## config.mk

```make
export PLATFORM = sky130hd
export DESIGN_NAME = rs_opr_station
export DESIGN_NICKNAME = d
export VERILOG_FILES = /design/src/rtl/rs_opr_station_pkg.sv /design/src/rtl/rs_opr_station_opr_wakeup.sv /design/src/rtl/rs_opr_station.sv
export SDC_FILE = /design/constraint.sdc
export NUM_CORES = 2
export LEC_CHECK = 0
export ABC_AREA = 1
export BUFFER_PORTS_ARGS = -buffer_cell sky130_fd_sc_hd__buf_2
export CORE_ASPECT_RATIO = 1.25
export CORE_MARGIN = 1
export CORE_UTILIZATION = 35
export DETAILED_ROUTE_END_ITERATION = 8
export SKIP_CTS_REPAIR_TIMING = 1
export SYNTH_ARGS = -nofsm -noshare
export SYNTH_HDL_FRONTEND = slang
export SYNTH_SLANG_ARGS = --single-unit
```

## constraint.sdc

```tcl
create_clock -name clk -period 3.7 [get_ports clk]
set_clock_uncertainty 0.05 [all_clocks]
set_input_delay 0.185 -clock clk [delete_from_list [all_inputs] [get_ports clk]]
set_output_delay 0.185 -clock clk [all_outputs]
set_load 0.02 [all_outputs]
```

## src/rtl/rs_opr_station_pkg.sv

```systemverilog
// Shared widths and operand type for the reservation station.
package rs_opr_station_pkg;
  // Core-wide datapath constants
  localparam int DATA_LEN = 32;
  localparam int RRF_SEL  = 6;
  // Number of execution result broadcast buses snooped for wakeup
  localparam int NUM_BUS  = 4;

  // Source operand: data when rdy=1, RRF tag in the low RRF_SEL bits otherwise
  typedef struct packed {
    logic                rdy;
    logic [DATA_LEN-1:0] data;
  } opr_t;
endpackage

```

## src/rtl/rs_opr_station_opr_wakeup.sv

```systemverilog
// Wakeup match for one pending operand against all result buses.
module rs_opr_station_opr_wakeup
  import rs_opr_station_pkg::*;
(
  input  logic                             i_pend,
  input  logic [RRF_SEL-1:0]               i_tag,
  input  logic [NUM_BUS-1:0][DATA_LEN-1:0] i_rslt,
  input  logic [NUM_BUS-1:0][RRF_SEL-1:0]  i_dst,
  input  logic [NUM_BUS-1:0]               i_kill,
  output logic [DATA_LEN-1:0]              o_data,
  output logic                             o_hit
);
  // Scan from the last bus down so the lowest-numbered matching bus wins
  always_comb begin
    o_hit  = 1'b0;
    o_data = '0;
    for (int b = NUM_BUS-1; b >= 0; b--) begin
      if (i_pend && !i_kill[b] && (i_dst[b] == i_tag)) begin
        o_hit  = 1'b1;
        o_data = i_rslt[b];
      end
    end
  end
endmodule

```

## src/rtl/rs_opr_station.sv

```systemverilog
// 4-entry in-order-compacting reservation station for one execution pipe.
module rs_opr_station
  import rs_opr_station_pkg::*;
#(
  parameter int ENTRY_NUM = 4,
  parameter int ENTRY_SEL = 2,
  parameter int PAYLOAD_W = 16
) (
  input  logic                 clk,
  input  logic                 reset,
  input  logic                 prmiss,
  input  logic                 alloc_valid,
  output logic                 alloc_ready,
  input  logic [DATA_LEN-1:0]  alloc_opr1,
  input  logic                 alloc_rdy1,
  input  logic [DATA_LEN-1:0]  alloc_opr2,
  input  logic                 alloc_rdy2,
  input  logic [RRF_SEL-1:0]   alloc_rrftag,
  input  logic [PAYLOAD_W-1:0] alloc_payload,
  input  logic [DATA_LEN-1:0]  exrslt1,
  input  logic [DATA_LEN-1:0]  exrslt2,
  input  logic [DATA_LEN-1:0]  exrslt3,
  input  logic [DATA_LEN-1:0]  exrslt4,
  input  logic [RRF_SEL-1:0]   exdst1,
  input  logic [RRF_SEL-1:0]   exdst2,
  input  logic [RRF_SEL-1:0]   exdst3,
  input  logic [RRF_SEL-1:0]   exdst4,
  input  logic                 kill_spec1,
  input  logic                 kill_spec2,
  input  logic                 kill_spec3,
  input  logic                 kill_spec4,
  output logic                 issue_valid,
  input  logic                 issue_ack,
  output logic [DATA_LEN-1:0]  issue_src1,
  output logic [DATA_LEN-1:0]  issue_src2,
  output logic [RRF_SEL-1:0]   issue_rrftag,
  output logic [PAYLOAD_W-1:0] issue_payload,
  output logic [ENTRY_SEL:0]   busy_cnt
);
  localparam int CW = ENTRY_SEL + 1;

  logic [ENTRY_NUM-1:0]                r_valid;
  opr_t [ENTRY_NUM-1:0]                r_opr1, r_opr2;
  logic [ENTRY_NUM-1:0][RRF_SEL-1:0]   r_tag;
  logic [ENTRY_NUM-1:0][PAYLOAD_W-1:0] r_pay;
  logic [CW-1:0]                       r_cnt;

  logic [NUM_BUS-1:0][DATA_LEN-1:0] w_rslt;
  logic [NUM_BUS-1:0][RRF_SEL-1:0]  w_dst;
  logic [NUM_BUS-1:0]               w_kill;

  assign w_rslt = {exrslt4, exrslt3, exrslt2, exrslt1};
  assign w_dst  = {exdst4, exdst3, exdst2, exdst1};
  assign w_kill = {kill_spec4, kill_spec3, kill_spec2, kill_spec1};

  // Per-entry wakeup: stored operands after this cycle's broadcasts
  logic [ENTRY_NUM-1:0][DATA_LEN-1:0] w_wd1, w_wd2;
  logic [ENTRY_NUM-1:0]               w_hit1, w_hit2;
  opr_t [ENTRY_NUM-1:0]               w_wk1, w_wk2;

  for (genvar i = 0; i < ENTRY_NUM; i++) begin : g_ent
    rs_opr_station_opr_wakeup u_wk1 (
      .i_pend(r_valid[i] & ~r_opr1[i].rdy), .i_tag(r_opr1[i].data[RRF_SEL-1:0]),
      .i_rslt(w_rslt), .i_dst(w_dst), .i_kill(w_kill),
      .o_data(w_wd1[i]), .o_hit(w_hit1[i]));
    rs_opr_station_opr_wakeup u_wk2 (
      .i_pend(r_valid[i] & ~r_opr2[i].rdy), .i_tag(r_opr2[i].data[RRF_SEL-1:0]),
      .i_rslt(w_rslt), .i_dst(w_dst), .i_kill(w_kill),
      .o_data(w_wd2[i]), .o_hit(w_hit2[i]));
    assign w_wk1[i] = w_hit1[i] ? {1'b1, w_wd1[i]} : r_opr1[i];
    assign w_wk2[i] = w_hit2[i] ? {1'b1, w_wd2[i]} : r_opr2[i];
  end

  // Allocation-path wakeup so a broadcast in the dispatch cycle is not lost
  logic [DATA_LEN-1:0] w_awd1, w_awd2;
  logic                w_ahit1, w_ahit2;
  opr_t                w_aopr1, w_aopr2;

  rs_opr_station_opr_wakeup u_awk1 (
    .i_pend(~alloc_rdy1), .i_tag(alloc_opr1[RRF_SEL-1:0]),
    .i_rslt(w_rslt), .i_dst(w_dst), .i_kill(w_kill),
    .o_data(w_awd1), .o_hit(w_ahit1));
  rs_opr_station_opr_wakeup u_awk2 (
    .i_pend(~alloc_rdy2), .i_tag(alloc_opr2[RRF_SEL-1:0]),
    .i_rslt(w_rslt), .i_dst(w_dst), .i_kill(w_kill),
    .o_data(w_awd2), .o_hit(w_ahit2));

  assign w_aopr1 = w_ahit1 ? {1'b1, w_awd1} : {alloc_rdy1, alloc_opr1};
  assign w_aopr2 = w_ahit2 ? {1'b1, w_awd2} : {alloc_rdy2, alloc_opr2};

  // Oldest (lowest-index) entry with both operands ready
  logic                 w_found;
  logic [ENTRY_SEL-1:0] w_sel;

  always_comb begin
    w_found = 1'b0;
    w_sel   = '0;
    for (int i = ENTRY_NUM-1; i >= 0; i--) begin
      if (r_valid[i] && r_opr1[i].rdy && r_opr2[i].rdy) begin
        w_found = 1'b1;
        w_sel   = ENTRY_SEL'(i);
      end
    end
  end

  logic          w_issue, w_alloc;
  logic [CW-1:0] w_aslot;

  assign alloc_ready   = (r_cnt < CW'(ENTRY_NUM));
  assign issue_valid   = w_found & ~prmiss;
  assign w_issue       = issue_valid & issue_ack;
  assign w_alloc       = alloc_valid & alloc_ready & ~prmiss;
  // New entry lands just above the last survivor
  assign w_aslot       = r_cnt - CW'(w_issue);
  assign busy_cnt      = r_cnt;
  assign issue_src1    = w_found ? r_opr1[w_sel].data : '0;
  assign issue_src2    = w_found ? r_opr2[w_sel].data : '0;
  assign issue_rrftag  = w_found ? r_tag[w_sel]       : '0;
  assign issue_payload = w_found ? r_pay[w_sel]       : '0;

  // Shift sources padded with an empty slot so the top entry shifts in zeros
  logic [ENTRY_NUM:0]                w_svalid;
  opr_t [ENTRY_NUM:0]                w_s1, w_s2;
  logic [ENTRY_NUM:0][RRF_SEL-1:0]   w_stag;
  logic [ENTRY_NUM:0][PAYLOAD_W-1:0] w_spay;

  always_comb begin
    w_svalid = '0;
    w_s1     = '0;
    w_s2     = '0;
    w_stag   = '0;
    w_spay   = '0;
    w_svalid[ENTRY_NUM-1:0] = r_valid;
    w_s1[ENTRY_NUM-1:0]     = w_wk1;
    w_s2[ENTRY_NUM-1:0]     = w_wk2;
    w_stag[ENTRY_NUM-1:0]   = r_tag;
    w_spay[ENTRY_NUM-1:0]   = r_pay;
  end

  // Next state: close the gap left by the issued entry, then append
  logic [ENTRY_NUM-1:0]                w_nvalid;
  opr_t [ENTRY_NUM-1:0]                w_n1, w_n2;
  logic [ENTRY_NUM-1:0][RRF_SEL-1:0]   w_ntag;
  logic [ENTRY_NUM-1:0][PAYLOAD_W-1:0] w_npay;

  always_comb begin
    logic [CW-1:0] src;
    src      = '0;
    w_nvalid = '0;
    w_n1     = '0;
    w_n2     = '0;
    w_ntag   = '0;
    w_npay   = '0;
    for (int d = 0; d < ENTRY_NUM; d++) begin
      src         = (w_issue && d >= int'(w_sel)) ? CW'(d + 1) : CW'(d);
      w_nvalid[d] = w_svalid[src];
      w_n1[d]     = w_s1[src];
      w_n2[d]     = w_s2[src];
      w_ntag[d]   = w_stag[src];
      w_npay[d]   = w_spay[src];
      if (w_alloc && w_aslot == CW'(d)) begin
        w_nvalid[d] = 1'b1;
        w_n1[d]     = w_aopr1;
        w_n2[d]     = w_aopr2;
        w_ntag[d]   = alloc_rrftag;
        w_npay[d]   = alloc_payload;
      end
    end
  end

  // Entry storage; a mispredict discards everything including same-cycle alloc/issue
  always_ff @(posedge clk or negedge reset) begin
    if (!reset) begin
      r_valid <= '0;
      r_opr1  <= '0;
      r_opr2  <= '0;
      r_tag   <= '0;
      r_pay   <= '0;
      r_cnt   <= '0;
    end else if (prmiss) begin
      r_valid <= '0;
      r_opr1  <= '0;
      r_opr2  <= '0;
      r_tag   <= '0;
      r_pay   <= '0;
      r_cnt   <= '0;
    end else begin
      r_valid <= w_nvalid;
      r_opr1  <= w_n1;
      r_opr2  <= w_n2;
      r_tag   <= w_ntag;
      r_pay   <= w_npay;
      r_cnt   <= r_cnt + CW'(w_alloc) - CW'(w_issue);
    end
  end
endmodule

```

==> flow_metrics.env <==
export IMPL_ys_seq_elements=359
export IMPL_grt_pass1_vias=49500
export IMPL_relSlewSlack=0.266
export IMPL_nNetsFinal=8159
export IMPL_initial_utilization=0.354
export IMPL_hold_ws_ns=-0.0363
export IMPL_cp_required_ns=3.46
export IMPL_yosys_warnings=0
export IMPL_avgSynthCellArea_sq_um=5.23
export IMPL_period_share=0.978
export IMPL_fillers=13200
export IMPL_period_needed_ns=3.62
export IMPL_syn_inst=7925
export IMPL_p_leak_nw=24.9
export IMPL_rsz0062_at_grt="false"
export IMPL_cap_violations=0
export IMPL_wl_mm=233
export IMPL_drive_above_1_share=0.0942
export IMPL_viasPerCell=5.71
export IMPL_area_growth_pct=11.7
export IMPL_tightestPinTransition_ns=1.10
export IMPL_clkLatencyLatePin_ns=0.65
export IMPL_clock_sinks=359
export IMPL_dp_cells=9388
export IMPL_yosys_most_used_dff="dfrtp_1"
export IMPL_htree_levels=2
export IMPL_drc=0
export IMPL_instances_no_fill=9518
export IMPL_clkTransAtPathRegs_ns=0.06
export IMPL_gr_total_overflow=0
export IMPL_setup_viol=0
export IMPL_irDropWorstVdd_mv=0.297
export IMPL_fin_setup_tns_ns=0
export IMPL_die_h_microns=387
export IMPL_use_met3=0.0904
export IMPL_antenna_found_initial=17
export IMPL_syn_area_sq_um=41500
export IMPL_violations="negative hold slack"
export IMPL_io_pins=340
export IMPL_layout_common_cells="nand2_1, nor2_1, a21oi_1"
export IMPL_grt_max_degree=120
export IMPL_grt_pass1_wl_mm=336
export IMPL_worstPathMaxFanout=50
export IMPL_final_common_cell="nand2_1"
export IMPL_cp_data_arrival_time_ns=3.38
export IMPL_ys_seq_area_frac=0.217
export IMPL_portBuffers=339
export IMPL_synth_nets=8178
export IMPL_crit_type="flip-flop to output pin"
export IMPL_outcome="complete, but fails checks"
export IMPL_dp_hpwl_mm=158
export IMPL_grt_use_met1=0.491
export IMPL_yosysUniqueCellTypes=52
export IMPL_die_area_sq_um=120000
export IMPL_cts_buffers=47
export IMPL_clk_path_buf_depth=3
export IMPL_num_rows=140
export IMPL_fp_coreArea_sq_um=117000
export IMPL_first_iter_violations=7438
export IMPL_antenna_left=0
export IMPL_root_buffer="clkbuf_16"
export IMPL_post_drt_wl_per_cell_microns=24.5
export IMPL_slew_viol_final=0
export IMPL_final_hold_viol_count=15
export IMPL_end_kind="output pin"
export IMPL_globalplace_congestion=1.04
export IMPL_grt_total_usage=0.376
export IMPL_hold_class="input port to flip-flop"
export IMPL_synthArstFlopShare=1.00
export IMPL_vias=54300
export IMPL_dieWidth_microns=310
export IMPL_startpoint_type="flip-flop"
export IMPL_cts_tree="built"
export IMPL_gr_usage_met2=0.565
export IMPL_grt_busiest_layer="met2"
export IMPL_power_per_cell_area_nw_per_um2=260
export IMPL_fmax_ghz=0.276
export IMPL_first_pass_iters=6
export IMPL_synth_edff_count=0
-- power breakdown --
part	switching [mW]	internal [mW]	total, mW
sequential	0.114	4.09	4.20
combinational	2.08	0.788	2.87
clock	2.10	2.85	4.95
-- flip-flops by register name (all words and copies together) (netlist names) --
name / cells
busy_cnt: 3
r_pay: 64
r_opr2: 132
r_tag: 24
r_opr1: 132
r_valid: 4
-- worst max-delay path: stages (launching register included) --
cell     delay [ns]
dfrtp_1        0.49
nand3_2        0.18
nand2_2        0.08
nor2_4         0.18
buf_4          0.62
buf_4          0.73
a21oi_1        0.22
buf_2          0.23
-- metal layers --
metal / vias up / share of wire / wire length [microns]
met5: - / 0.00036 / 84
met4: 12 / 0.063 / 14800
met3: 805 / 0.13 / 29200
met2: 3842 / 0.43 / 99200
met1: 25000 / 0.39 / 90000
li1: 24700 / - / -
-- cell usage after synthesis (3+ instances only) --
| cell type | n | area [sq um] |
|---|---|---|
| a21oi_1 | 614 | 3070 |
| and2_1 | 4 | 25.0 |
| buf_1 | 66 | 248 |
| buf_2 | 213 | 1070 |
| buf_4 | 46 | 345 |
| buf_6 | 14 | 158 |
| clkbuf_1 | 267 | 1000 |
| clkbuf_2 | 8 | 40.0 |
| clkinv_1 | 33 | 124 |
| dfrtp_1 | 359 | 8980 |
| ha_1 | 3 | 37.5 |
| inv_1 | 551 | 2070 |
| inv_2 | 40 | 150 |
| inv_4 | 3 | 18.8 |
| nand2_1 | 3055 | 11500 |
| nand2_2 | 13 | 81.3 |
| nand2_4 | 3 | 33.8 |
| nand3_1 | 516 | 2580 |
| nand3_2 | 5 | 50.1 |
| nand3b_1 | 3 | 22.5 |
| nand4_1 | 61 | 382 |
| nand4_2 | 3 | 37.5 |
| nor2_1 | 1289 | 4840 |
| nor2_2 | 14 | 87.6 |
| nor2_4 | 7 | 78.8 |
| nor3_1 | 41 | 205 |
| nor3_2 | 3 | 30.0 |
| o211ai_1 | 6 | 45.0 |
| o21ai_0 | 336 | 1680 |
| o21ai_1 | 63 | 315 |
| o22ai_1 | 112 | 701 |
| or2_1 | 21 | 131 |
| or2_2 | 30 | 188 |
| xnor2_1 | 52 | 455 |
| xor2_1 | 51 | 447 |
-- cell families after synthesis --
kind of cell               after synthesis  synth area share
xor gates and xnor gates               105            0.0228
DFF                                    359             0.217
and+or+nand+nor                       5078             0.491
buffers and inverters                 1241             0.126
AOI/OAI and AO/OA                     1138             0.142
adders and majority gates                4           0.00139
-- worst paths after layout --
check	start	end	slack, ns	cells past startpoint
setup / recovery	r_valid[3]$_DFF_PN0_	issue_src2[23]	0.08	7
hold / removal	alloc_opr1[19]	r_opr1[118]$_DFF_PN0_	-0.04	4
setup reg to reg	r_valid[3]$_DFF_PN0_	r_opr1[76]$_DFF_PN0_	0.45	14
hold reg to reg	r_pay[20]$_DFFE_PN0P_	r_pay[20]$_DFFE_PN0P_	0.49	2
max in group asynchronous	reset	r_tag[3]$_DFFE_PN0P_	2.40	3
min in group asynchronous	reset	r_opr2[87]$_DFF_PN0_	0.21	2
-- final cells by class --
| type | count | area (sq um) | area share |
|---|---|---|---|
| inverters | 627 | 2370 | 0.0512 |
| diodes | 14 | 35.0 | 0.000757 |
| flip-flops and latches | 359 | 8980 | 0.194 |
| repair buffers | 546 | 3910 | 0.0845 |
| multi-input cells | 6325 | 27500 | 0.593 |
| clock inverters | 18 | 231 | 0.00500 |
| clock buffers | 67 | 1360 | 0.0294 |
| well taps | 1562 | 1950 | 0.0422 |
-- per-stage QoR --
step | util | hold slack [ns] | setup WS [ns] | power, mW | area, sq um
after floorplan | - | -0.161 | 1.08 | 5.87 | 41500
after global placement | 0.379 | 0.286 | 0.621 | 6.98 | 44400
after detailed placement | 0.379 | 0.281 | 0.551 | 7.00 | 44400
after CTS | 0.393 | -0.378 | 0.101 | 11.9 | 46000
after global routing | 0.396 | 0.00137 | 0.0155 | 12.4 | 46300
final | 0.396 | -0.0363 | 0.0823 | 12.0 | 46300
Power figures use the tool's default switching activity.
